[config.mk]
export PLATFORM = sky130hd
export DESIGN_NAME = mem_arbiter
export DESIGN_NICKNAME = d
export VERILOG_FILES = /design/src/rtl/riscv_defines_pkg.sv /design/src/rtl/mem_arbiter.sv
export SDC_FILE = /design/constraint.sdc
export NUM_CORES = 1
export LEC_CHECK = 0
export BUFFER_PORTS_ARGS = -buffer_cell sky130_fd_sc_hd__buf_2
export CAP_MARGIN = 10
export CORE_AREA = 2 2 102 104
export DETAILED_ROUTE_END_ITERATION = 10
export DIE_AREA = 0 0 104 106
export PLACE_DENSITY = 0.79
export SYNTH_ARGS = -nofsm -noshare
export SYNTH_HDL_FRONTEND = slang
export SYNTH_SLANG_ARGS = --single-unit
[constraint.sdc]
create_clock -name clk -period 1.67 [get_ports clk]
set_clock_uncertainty 0.05 [all_clocks]
set_input_delay 0.167 -clock clk [delete_from_list [all_inputs] [get_ports clk]]
set_output_delay 0.167 -clock clk [all_outputs]
set_load 0.02 [all_outputs]
[src/rtl/riscv_defines_pkg.sv]
// rtl/riscv_defines_pkg.sv - shared widths, limits and arbiter state type
package riscv_defines;

  localparam int ARB_DATA_WIDTH   = 32;
  localparam int ARB_STARVE_LIMIT = 4;

  typedef enum logic [1:0] {
    IDLE   = 2'd0,
    BUSY_I = 2'd1,
    BUSY_D = 2'd2
  } arb_state_t;

endpackage

[src/rtl/mem_arbiter.sv]
// rtl/mem_arbiter.sv - two-port (fetch/data) arbiter onto one shared memory port
module mem_arbiter
  import riscv_defines::*;
#(
  parameter int DATA_WIDTH   = ARB_DATA_WIDTH,
  parameter int STARVE_LIMIT = ARB_STARVE_LIMIT
) (
  input  logic                  clk,
  input  logic                  rst_n,
  input  logic                  if_req,
  input  logic [DATA_WIDTH-1:0] if_addr,
  output logic [DATA_WIDTH-1:0] if_rdata,
  output logic                  if_ready,
  input  logic                  d_req,
  input  logic                  d_we,
  input  logic [DATA_WIDTH-1:0] d_addr,
  input  logic [DATA_WIDTH-1:0] d_wdata,
  output logic [DATA_WIDTH-1:0] d_rdata,
  output logic                  d_ready,
  output logic                  mem_req,
  output logic                  mem_we,
  output logic [DATA_WIDTH-1:0] mem_addr,
  output logic [DATA_WIDTH-1:0] mem_wdata,
  input  logic [DATA_WIDTH-1:0] mem_rdata,
  input  logic                  mem_ready
);

  localparam int CW = $clog2(STARVE_LIMIT + 1);

  arb_state_t            r_state;
  arb_state_t            w_next_state;
  logic [CW-1:0]         r_starve;
  logic                  r_we;
  logic [DATA_WIDTH-1:0] r_addr;
  logic [DATA_WIDTH-1:0] r_wdata;
  logic                  w_starved;
  logic                  w_grant_d;
  logic                  w_grant_i;

  assign w_starved = (r_starve == CW'(STARVE_LIMIT));

  always_comb begin
    w_next_state = r_state;
    w_grant_d    = 1'b0;
    w_grant_i    = 1'b0;
    case (r_state)
      IDLE: begin
        // data normally wins; a starved, still-waiting fetch takes one turn
        if (d_req && !(w_starved && if_req)) begin
          w_grant_d    = 1'b1;
          w_next_state = BUSY_D;
        end else if (if_req) begin
          w_grant_i    = 1'b1;
          w_next_state = BUSY_I;
        end
      end
      BUSY_I, BUSY_D: begin
        if (mem_ready) w_next_state = IDLE;
      end
      default: w_next_state = IDLE;
    endcase
  end

  always_ff @(posedge clk or negedge rst_n) begin
    if (!rst_n) begin
      r_state  <= IDLE;
      r_starve <= '0;
      r_we     <= 1'b0;
      r_addr   <= '0;
      r_wdata  <= '0;
    end else begin
      r_state <= w_next_state;
      if (w_grant_d) begin
        r_addr  <= d_addr;
        r_we    <= d_we;
        r_wdata <= d_wdata;
        if (if_req && !w_starved) r_starve <= r_starve + 1'b1;
      end else if (w_grant_i) begin
        r_addr   <= if_addr;
        r_we     <= 1'b0;
        r_wdata  <= '0;
        r_starve <= '0;
      end
    end
  end

  assign mem_req   = (r_state != IDLE);
  assign mem_we    = r_we;
  assign mem_addr  = r_addr;
  assign mem_wdata = r_wdata;

  assign if_ready  = (r_state == BUSY_I) && mem_ready;
  assign d_ready   = (r_state == BUSY_D) && mem_ready;
  assign if_rdata  = if_ready ? mem_rdata : '0;
  assign d_rdata   = d_ready  ? mem_rdata : '0;

endmodule

Word level (Yosys, flattened, before mapping)
Index checks and enable logic that the tools add are counted.
Storage, ports and cells
  flip-flop bits (word level): 70
  input bits: 134
  output and inout port bits: 132
Operators by class
  $add $sub $neg: 1
  equality and inequality tests: 6
  mux-type cells: 20
  reductions and logical operators: 13
Operators with widths (number)
  $mux W32: 6
  $mux W3: 3
  $mux W1: 7
  $mux W2: 3
  $logic_and A1 B1 Y1: 5
  $pmux W2 S2: 1
  $reduce_and A2 Y1: 2
  $reduce_bool A2 Y1: 2
  $add A3 B1 Y3 const B: 1
  $eq A3 B3 Y1 const B: 1
  $ne A3 B3 Y1 const B: 1
  $eq A2 B1 Y1 const B: 1
  $eq A2 B2 Y1 const B: 1
  $logic_not A1 Y1: 2
  $logic_not A2 Y1: 1
  $ne A2 B1 Y1 const B: 1
  $ne A2 B2 Y1 const B: 1
  $reduce_or A2 Y1: 1

Logic depth before layout (Yosys ltp)
Gate-level depths: netlist (run 1).
  word-level depth: 8
  mapped depth: 7

Worst setup path before layout (run 1)
Ideal clock, no wire load.
  kind: flip-flop to flip-flop
  start: reg r_state[0]
  end: reg r_state[0]
  arrival time: 1.425 ns
  required time: 1.495 ns
  slack: 0.071 ns
  cell stages (with the launch flop): 6
  cell sequence: dfrtp_1 > inv_1 > ha_1 > inv_2 > o32a_1 > mux2_2
Between the ends
  word-level cells in the longest chain between the ends: 4
  elaborated cells between the ends (all ways): 8
  classes of those cells: eq/ne (4); mux (1); reduce/logical (3)
RTL lines
  start: declaration: RTL line mem_arbiter.sv:30  | arb_state_t r_state;
  start signal: assignment: RTL line mem_arbiter.sv:72  | r_state <= w_next_state;
  $eq A2 B1 Y1 or $eq A2 B2 Y1 (tied branches): RTL line mem_arbiter.sv:46  | case (r_state)
  $reduce_or A2 Y1: RTL line mem_arbiter.sv:46
  $ne A2 B2 Y1 (no source line)
  $reduce_and A2 Y1 (no source line)
Several ways; a longest one is shown, not always the timed one.
A chain may end at the register's enable or synchronous reset.

Worst setup path after layout (run 1)
  start: reg r_state[1]
  end: out d_rdata[9]
Between the ends
  word-level cells in the longest chain between the ends: 3
RTL lines
  $eq A2 B2 Y1: RTL line mem_arbiter.sv:93  | assign d_ready = (r_state == BUSY_D) && mem_ready;
  $logic_and A1 B1 Y1: RTL line mem_arbiter.sv:93
  $mux W32: RTL line mem_arbiter.sv:95  | assign d_rdata = d_ready ? mem_rdata : '0;
  end: declaration: RTL line mem_arbiter.sv:18  | output logic [DATA_WIDTH-1:0] d_rdata,
No other way between the ends.

==> flow_metrics.tcl, run 1 <==
set metrics [dict create \
    r2r-start "r_state[0]" \
    synth_top_area_cell "dfrtp_1" \
    p_per_area_nw_per_um2 1657 \
    ys_seq_area_share_pct 49.19 \
    drt_first_pass_iters 4 \
    synthCells 368 \
    fin_ws_ns -0.06245 \
    crit_end "d_rdata[9]" \
    syn_avg_cell_area_um2 9.676 \
    grt_overflow 0 \
    end_kind "output port" \
    outcome "complete, but fails checks" \
    crit_type "register to output port" \
    die_area_um2 11020 \
    peakVddDrop_uv 697.8 \
    fmax_mhz 577.2 \
    cts_root_buf "clkbuf_8" \
    synth_area_um2 3561 \
    slowest_delay_ns 0.41 \
    dp.final_hpwl_mm 8.438 \
    drtIter0Drc 245 \
    cp_num_cells 5 \
    num_rows 37 \
    synth_top_area_share_pct 49.19 \
    finalSetupViolCount 61 \
    comb_power_share_pct 55.9 \
    htreeDepth 3 \
    period_minus_slack_ns 1.732 \
    clk_latency_ns 0.33 \
    cp.arrival_ns 1.52 \
    cts_tree "built" \
    p_clk_share_pct 15.4 \
    fin_nets 783 \
    numPortBuffers 265 \
    cts_buffer_depth 2 \
    p_int_mw 5.690 \
    r2r_setup_slack_ns 0 \
    path_clk_slew_ns 0.09 \
    hold_violations 0 \
    worstReg2RegEnd "mem_addr[17]" \
    final_core_util_pct 60.82 \
    critPathSlowestCell "dfrtp_1" \
    period_share_pct 103.7 \
    min_path_type "input port to register" \
    grt_max_degree 71 \
    p_total_mw 10.08 \
    die_h_um 106 \
    via_per_inst 5.132 \
    synthTopCellsByArea "dfrtp_1 (49%), o211ai_1 (13%), and3_1 (11%)" \
    antenna_found_initial 1 \
    worst_slew_pin_slew_ns 0.4536 \
    vias 4029 \
    final_max_slew_viol_count 0 \
    n_antenna_cell 0 \
    drc_errors 0 \
    critical_path.max_fanout 9 \
    clock-sinks 70 \
    cp-startpoint "r_state[1]" \
    violations "negative setup slack" \
    coreArea_um2 10000 \
    gp_congestion 0.8962 \
    slew_headroom_pct 69.76 \
    area_growth_pct 70.80 \
    routedWlPerCell_um 17.05 \
    syn_nets 507 \
    antenna_left 0 \
    wirelength_mm 13.38 \
    rsz0062_at_grt "yes" \
    initial_utilization_pct 35.61 \
    die_w_um 104 \
    crit_buf_inv 3 \
    r2r_cells 7 \
    holdPathStages 2 \
    layout-drive-gt1-share_pct 52.85 \
    ys_warn_count 0 \
    pin_count 266 \
    p_leak_nw 3.292 \
    required_ns 1.45 \
    grt_pass1_wl_mm 19.71 \
    synth_cell_type_count 24 \
    cp_top_family "flip-flops" \
    grt_pass1_vias 3807 \
    synth_seq_cells 70 \
    nFillCells 848 \
    start_kind "register" \
    p_seq_share_pct 28.6 \
    swShare_pct 43.55 \
    p_sw_mw 4.390 \
    grtUsageTotal_pct 21.97 \
    crit_chain "buf_6 > ha_4 > buf_6 > and3_1 > buf_6" \
    cts_inserted_buffers 9 \
    cp_common_cell "buf_6" \
    maxCapViolCount 0 \
]
[power groups by stage]
stage	clock, mW	sequential [mW]	combinational [mW]
2_1_floorplan	0	3.79	2.17
3_3_place_gp	0	2.89	4.67
3_5_place_dp	0	2.89	4.81
4_1_cts	1.60	2.88	5.27
5_1_grt	1.68	2.98	6.02
6_report	1.56	2.89	5.64
[what timing repair did]
| item | 4_1_cts | 5_1_grt |
|---|---|---|
| pin swaps | 9 | 5 |
| endpoints found under the setup margin | 99 | 130 |
| hold buffers | 10 | 1 |
| buffers inserted | 7 | 0 |
| cloned | 2 | 3 |
| gates resized for setup | 92 | 79 |
| endpoints found under the hold margin | 79 | 1 |
[cell usage after synthesis]
cell / number
buf_1: 3
o32a_1: 1
dfrtp_1: 70
inv_2: 1
a21oi_1: 1
nand3_1: 3
a22o_1: 33
a31oi_1: 1
mux2_2: 1
buf_4: 2
nor2_4: 1
inv_1: 39
mux2i_1: 1
o21a_1: 1
buf_2: 15
o22ai_1: 1
and3_1: 65
ha_1: 5
o21ai_0: 3
nand2_1: 37
nand4_1: 1
and2_1: 2
clkbuf_1: 17
o211ai_1: 64
[registers in the layout, indices dropped and copies added (netlist names)]
| register | flops |
|---|---|
| mem_addr | 32 |
| mem_wdata | 32 |
| mem_we | 1 |
| r_starve | 3 |
| r_state | 2 |
[through the flow]
stage	TNS (ns)	cells	worst slack, ns	cell area, um2	hold WS [ns]
CTS	-1.542	781	-0.05857	5767	0.0004667
global placement	-2.053	746	-0.04736	5046	0.1685
detailed placement	-7.399	746	-0.1366	5046	0.1707
global route	-7.913	785	-0.1132	6082	0.0006516
floorplan	0	368	0.07053	3561	-0.1786
finish	-1.896	785	-0.06245	6082	0.01253
[cell usage in the layout, fill, tap and decap left out, drive strengths merged]
| cell type | netlist | layout |
|---|---|---|
| buf | 20 | 289 |
| dfrtp | 70 | 70 |
| and3 | 65 | 65 |
| o211ai | 64 | 64 |
| inv | 40 | 43 |
| nand2 | 37 | 37 |
| a22o | 33 | 33 |
| dlygate4sd3 | 0 | 11 |
| clkbuf | 17 | 10 |
| ha | 5 | 5 |
| nand3 | 3 | 3 |
| o21ai | 3 | 3 |
| and2 | 2 | 2 |
| nor2 | 1 | 2 |
| clkinv | 0 | 2 |
| bufinv | 0 | 2 |
| nand4 | 1 | 1 |
| a21oi | 1 | 1 |
| o32a | 1 | 1 |
| mux2 | 1 | 1 |
| o21a | 1 | 1 |
| mux2i | 1 | 1 |
| a31oi | 1 | 1 |
| o22ai | 1 | 1 |
[logic make-up after synthesis]
| group | share of synthesized area, % |
|---|---|
| flops | 49.19 |
| fa+ha+maj | 1.757 |
| buf+inv | 8.854 |
| mux | 0.5973 |
| compound gates | 23.01 |
| simple gates | 16.58 |
[how the worst min path moves through the flow]
stage,startpoint,to,slack [ns]
global placement,rst_n,mem_wdata[11],0.17
detailed placement,rst_n,mem_wdata[15],0.17
floorplan,rst_n,mem_addr[0],-0.18
CTS,d_wdata[21],mem_wdata[21],0.0005
finish,d_wdata[15],mem_wdata[15],0.01
global route,d_wdata[15],mem_wdata[15],0.0007
[cell type report]
cell class	instances	area, um2	area share, %
timing repair buffer	301	2111	34.70
sequential	70	1752	28.80
multi-input combinational	222	1672	27.48
tap	136	170.2	2.798
inverter	40	150.1	2.469
clock buffer	9	123.9	2.037
clock inverter	7	103.9	1.707
[per-layer routing]
layer	up-vias	GRT usage, %	wire, um
met5	-	0	14
met4	2	6.853	360
met3	33	4.414	866
met2	198	37.08	6612
met1	1913	28.51	5527
li1	1883	-	-
Power figures use the tool's default switching activity.
==> inputs of run 2 (changes only) <==
--- a/config.mk
+++ b/config.mk
@@ -11,6 +11,7 @@
 export DETAILED_ROUTE_END_ITERATION = 10
 export DIE_AREA = 0 0 104 106
 export PLACE_DENSITY = 0.79
+export REMOVE_ABC_BUFFERS = 1
 export SYNTH_ARGS = -nofsm -noshare
 export SYNTH_HDL_FRONTEND = slang
 export SYNTH_SLANG_ARGS = --single-unit
==> run 2 against run 1 <==
  * Die area stayed put
  * Maximum frequency down 3.1%
  * Clock power hardly changed
  * Utilization rose by 3.9 points
  * Register-to-register slack is essentially flat
  * Largest cell class unchanged
  * Count of clock-buffer cells in the layout unchanged
  * Worst hold slack worse by 0.0011 ns
  * The flow still finishes with violations (negative setup slack)
  * Sequential power grew 2%
  * Critical path depth is the same
==> flow_metrics.tcl, run 2 (synthesis results as in run 1) <==
set metrics [dict create \
    critPathSlowestCell "dfrtp_1" \
    cts_root_buf "clkbuf_8" \
    slowest_delay_ns 0.39 \
    die_w_um 104 \
    layout_commonest_cell "buf_2" \
    cts_tree "built" \
    peakVddDrop_uv 725.5 \
    antenna_left 0 \
    grtUsageTotal_pct 24.80 \
    initial_utilization_pct 35.61 \
    die_area_um2 11020 \
    cp.arrival_ns 1.57 \
    path_clk_slew_ns 0.09 \
    wirelength_mm 16.35 \
    clk_latency_ns 0.34 \
    period_share_pct 107.1 \
    setup_tns_ns -2.615 \
    met3_wirelength_mm 1.209 \
    maxCapViolCount 0 \
    gp_congestion 0.8644 \
    violations "negative setup slack" \
    cp_top_family "buffers and inverters" \
    cts_buffer_depth 2 \
    outcome "complete, but fails checks" \
    start_kind "register" \
    finalSetupViolCount 59 \
    num_rows 37 \
    fmax_mhz 559.1 \
    drtIter0Drc 289 \
    vias 4306 \
    drt_first_pass_iters 4 \
    required_ns 1.45 \
    worst_slew_pin_slew_ns 0.4895 \
    drc_errors 0 \
    period_minus_slack_ns 1.789 \
    wl_met1_mm 6.065 \
    fin_ws_ns -0.1187 \
    htreeDepth 3 \
    fin_nets 801 \
    final_max_slew_viol_count 0 \
    grt_overflow 0 \
    routedWlPerCell_um 20.31 \
    coreArea_um2 10000 \
    grt_pass1_vias 4146 \
    via_per_inst 5.349 \
    top_layer "met4" \
    rsz0062_at_grt "yes" \
    dp.final_hpwl_mm 9.664 \
    hold_violations 0 \
    crit_type "register to output port" \
    grt_pass1_wl_mm 21.61 \
    pin_count 266 \
    antenna_found_initial 2 \
    die_h_um 106 \
    numPortBuffers 265 \
    p_leak_nw 3.396 \
    slew_headroom_pct 67.24 \
    route.met2.wl_mm 8.435 \
    grt_max_degree 54 \
    layout-drive-gt1-share_pct 54.57 \
    final_cell_mix "buf_2 (198), dfrtp_1 (70), o211ai_1 (64)" \
    p_total_mw 10.76 \
    min_path_type "input port to register" \
    area_growth_pct 81.76 \
    end_kind "output port" \
    crit_chain "buf_4 > ha_4 > clkbuf_16 > and3_1 > buf_4" \
    clock-sinks 70 \
    crit_buf_inv 3 \
    cp_common_cell "buf_4" \
    cts_inserted_buffers 9 \
    p_per_area_nw_per_um2 1662 \
    critical_path.max_fanout 16 \
]
run 2: path summary, 6_finish.rpt:
check	endpoint	depth (start not counted)	startpoint	slack (ns)
min in group asynchronous	mem_wdata[19]	2	rst_n	0.22
setup / recovery	if_rdata[20]	5	r_state[0]	-0.12
max in group asynchronous	r_starve[2]	3	rst_n	0.82
hold reg to reg	mem_addr[7]	2	mem_addr[7]	0.44
hold / removal	mem_wdata[19]	2	d_wdata[19]	0.01
setup reg to reg	r_state[0]	6	r_state[0]	0
run 2: layout make-up:
cell class | instances | area [um2]
fillers | 780 | 3527
repair buffers | 319 | 2401
multi-input cells | 222 | 1768
flip-flops and latches | 70 | 1752
well taps | 136 | 170.2
inverters | 40 | 150.1
clock buffers | 9 | 123.9
clock inverters | 7 | 102.6
diodes | 2 | 5.005
run 2: where the power goes:
group | internal (mW) | switching (mW)
Combinational | 2.70 | 3.52
Sequential | 2.47 | 0.472
Clock | 0.860 | 0.730
run 2: layer usage:
layer	global-route usage [%]	vias to the layer above
met4	11.29	0
met5	0	-
met2	45.02	284
met1	27.51	2054
met3	5.947	49
li1	-	1919
run 2: what timing repair did:
| action | in CTS | in global routing |
|---|---|---|
| cloned | 1 | 8 |
| pin swaps | 1 | 28 |
| setup endpoints to repair | 99 | 98 |
| resized for setup | 77 | 99 |
| setup buffers | 1 | 3 |
| hold buffers | 25 | 1 |
| hold endpoints to repair | 75 | 1 |
run 2: through the flow:
step	hold slack (ns)	instances	instance area [um2]	setup WS, ns	utilization [%]
3_5_place_dp	0.04418	748	5126	-0.1659	51.26
6_report	0.01142	805	6472	-0.1187	64.73
4_1_cts	0.0002992	791	5826	-0.07572	58.26
2_1_floorplan	-0.1786	331	3396	-2.356	-
5_1_grt	0.009842	805	6472	-0.1598	64.73
3_3_place_gp	0.04195	748	5126	-0.04283	51.26
==> inputs of run 3 (changes only) <==
--- a/config.mk
+++ b/config.mk
@@ -7,11 +7,12 @@
 export LEC_CHECK = 0
 export BUFFER_PORTS_ARGS = -buffer_cell sky130_fd_sc_hd__buf_2
 export CAP_MARGIN = 10
-export CORE_AREA = 2 2 102 104
+export CORE_AREA = 2 2 105 107
 export DETAILED_ROUTE_END_ITERATION = 10
-export DIE_AREA = 0 0 104 106
-export PLACE_DENSITY = 0.79
+export DIE_AREA = 0 0 107 109
+export PLACE_DENSITY = 0.78
 export REMOVE_ABC_BUFFERS = 1
+export SETUP_SLACK_MARGIN = 0.05
 export SYNTH_ARGS = -nofsm -noshare
 export SYNTH_HDL_FRONTEND = slang
 export SYNTH_SLANG_ARGS = --single-unit
==> constraint.sdc (replaced) <==
create_clock -name clk -period 1.5 [get_ports clk]
set_clock_uncertainty 0.05 [all_clocks]
set_input_delay 0.15 -clock clk [delete_from_list [all_inputs] [get_ports clk]]
set_output_delay 0.15 -clock clk [all_outputs]
set_load 0.02 [all_outputs]
==> run 3 against run 2 <==
  * Sequential share of layout area down 1.5 points
  * Die area up 5.8%
  * Global-route usage up 4.3 points
  * Worst hold slack better by 0.0057 ns
  * Utilization about the same
  * Worst setup slack worse by 0.17 ns
  * The run still ends with negative setup slack left
  * Largest power group unchanged
  * Non-clock buffer count up 24
  * Via count up 4.9%
  * Routed wire length up 7.7%
  * Flip-flop and latch count unchanged
  * Total power up 17%
==> flow_metrics.tcl, run 3 (synthesis results as in run 1) <==
set metrics [dict create \
    outcome "complete, but fails checks" \
    violations "negative setup slack" \
    pin_count 266 \
    coreArea_um2 10600 \
    final_cells 839 \
    peakVddDrop_uv 853.1 \
    drc_errors 0 \
    layout-drive-gt1-share_pct 54.85 \
    cts_root_buf "clkbuf_8" \
    crit_type "register to output port" \
    hold_violations 0 \
    critPathSlowestCell "dfrtp_1" \
    final_cell_mix "buf_2 (198), dfrtp_1 (70), buf_6 (68)" \
    worst_slew_pin_slew_ns 0.3742 \
    nFillCells 810 \
    rsz0062_at_grt "yes" \
    via_per_inst 5.383 \
    wirelength_mm 17.62 \
    die_area_um2 11660 \
    slew_headroom_pct 75.05 \
    vias 4516 \
    grt_overflow 0 \
    p_per_area_nw_per_um2 1842 \
    met2_usage_pct 49.45 \
    grtUsageTotal_pct 29.15 \
    cts_inserted_buffers 9 \
    final_max_slew_viol_count 0 \
    cts_buffer_depth 2 \
    cts_tree "built" \
    period_minus_slack_ns 1.790 \
    fmax_mhz 558.7 \
    clk_latency_ns 0.33 \
    required_ns 1.30 \
    cp.arrival_ns 1.59 \
    crit_chain "inv_2 > buf_4 > ha_4 > buf_12 > and3_1 > buf_6" \
    finalSetupViolCount 134 \
    start_kind "register" \
    antenna_left 0 \
    gp_congestion 0.9033 \
    dp.final_hpwl_mm 9.838 \
    fin_nets 825 \
    htreeDepth 3 \
    place_ws_ns -0.2577 \
    grt_use_met1_pct 31.10 \
    holdWs_ns 0.01711 \
    fin_ws_ns -0.2898 \
    setup_tns_ns -24.42 \
    numPortBuffers 265 \
    met3_usage_pct 8.846 \
    end_kind "output port" \
    path_clk_slew_ns 0.09 \
    grt_pass1_wl_mm 25.57 \
    period_share_pct 119.3 \
    drtIter0Drc 458 \
    drt_first_pass_iters 5 \
    grt_pass1_vias 4583 \
    layout_commonest_cell "buf_2" \
    maxCapViolCount 0 \
    initial_utilization_pct 33.59 \
    antenna_found_initial 8 \
    die_h_um 109 \
    num_rows 38 \
    area_growth_pct 92.59 \
    min_path_type "input port to register" \
    post-place-cells 758 \
    grt.busiest_layer "met2" \
    p_leak_nw 3.554 \
    clock-sinks 70 \
    die_w_um 107 \
    grt_max_degree 71 \
    critical_path.max_fanout 17 \
    final_core_util_pct 64.68 \
    routedWlPerCell_um 21.00 \
    slowest_delay_ns 0.39 \
]
==> run 3: metrics by stage <==
step,area [um2],power (mW)
5_1_grt,6858,13.30
4_1_cts,6658,12.23
6_report,6858,12.63
3_3_place_gp,5174,8.731
2_1_floorplan,3396,6.662
3_5_place_dp,5174,8.909
==> run 3: cell type report <==
class                      count  area (um2)  share of cell area, %
inverter                      40       150.1                  2.189
timing repair buffer         343        2783                  40.58
multi-input combinational    222        1773                  25.85
clock inverter                 6       67.56                 0.9852
tap                          140       175.2                  2.554
clock buffer                  10       137.6                  2.007
sequential                    70        1752                  25.54
antenna                        8       20.02                 0.2919
==> run 3: path summary, 6_finish.rpt <==
path | slack, ns | endpoint | depth (start not counted) | startpoint
worst max-delay path | -0.29 | d_rdata[23] | 6 | r_state[0]
worst min register to register | 0.45 | mem_addr[9] | 2 | mem_addr[9]
min in group asynchronous | 0.31 | mem_wdata[21] | 3 | rst_n
worst max register to register | -0.17 | mem_wdata[19] | 8 | r_state[1]
worst min-delay path | 0.02 | mem_addr[17] | 3 | d_addr[17]
max in group asynchronous | 0.79 | r_starve[2] | 3 | rst_n
==> run 3: critical path, delay by kind of cell, from the launching register on <==
kind | cells | cell delay, ns
adder cells (fa/ha/maj) | 1 | 0.17
AND/OR/NAND/NOR | 1 | 0.23
flip-flops | 1 | 0.39
buffers and inverters | 4 | 0.46
==> run 3: per-layer routing <==
| metal | wire length (um) | part of all wire (%) | vias to the layer above |
|---|---|---|---|
| met5 | 0 | 0 | - |
| met3 | 1387 | 7.9 | 60 |
| met4 | 1014 | 5.8 | 0 |
| met1 | 6123 | 35 | 2175 |
| met2 | 9094 | 52 | 302 |
| li1 | - | - | 1979 |
==> run 3: repair_timing <==
item                                    CTS  global route
gates resized for setup                 177            26
setup buffers                             9             4
hold endpoints to repair                102             0
hold buffers                             33             0
cloned                                   10             1
pin swaps                                 5             4
endpoints found under the setup margin  134           135
==> run 3: where the power goes <==
part | leakage (nW) | internal [mW] | total, mW | switching, mW
Combinational | 2.59 | 3.62 | 7.78 | 4.15
Clock | 0.0993 | 0.823 | 1.60 | 0.774
Sequential | 0.868 | 2.76 | 3.26 | 0.507
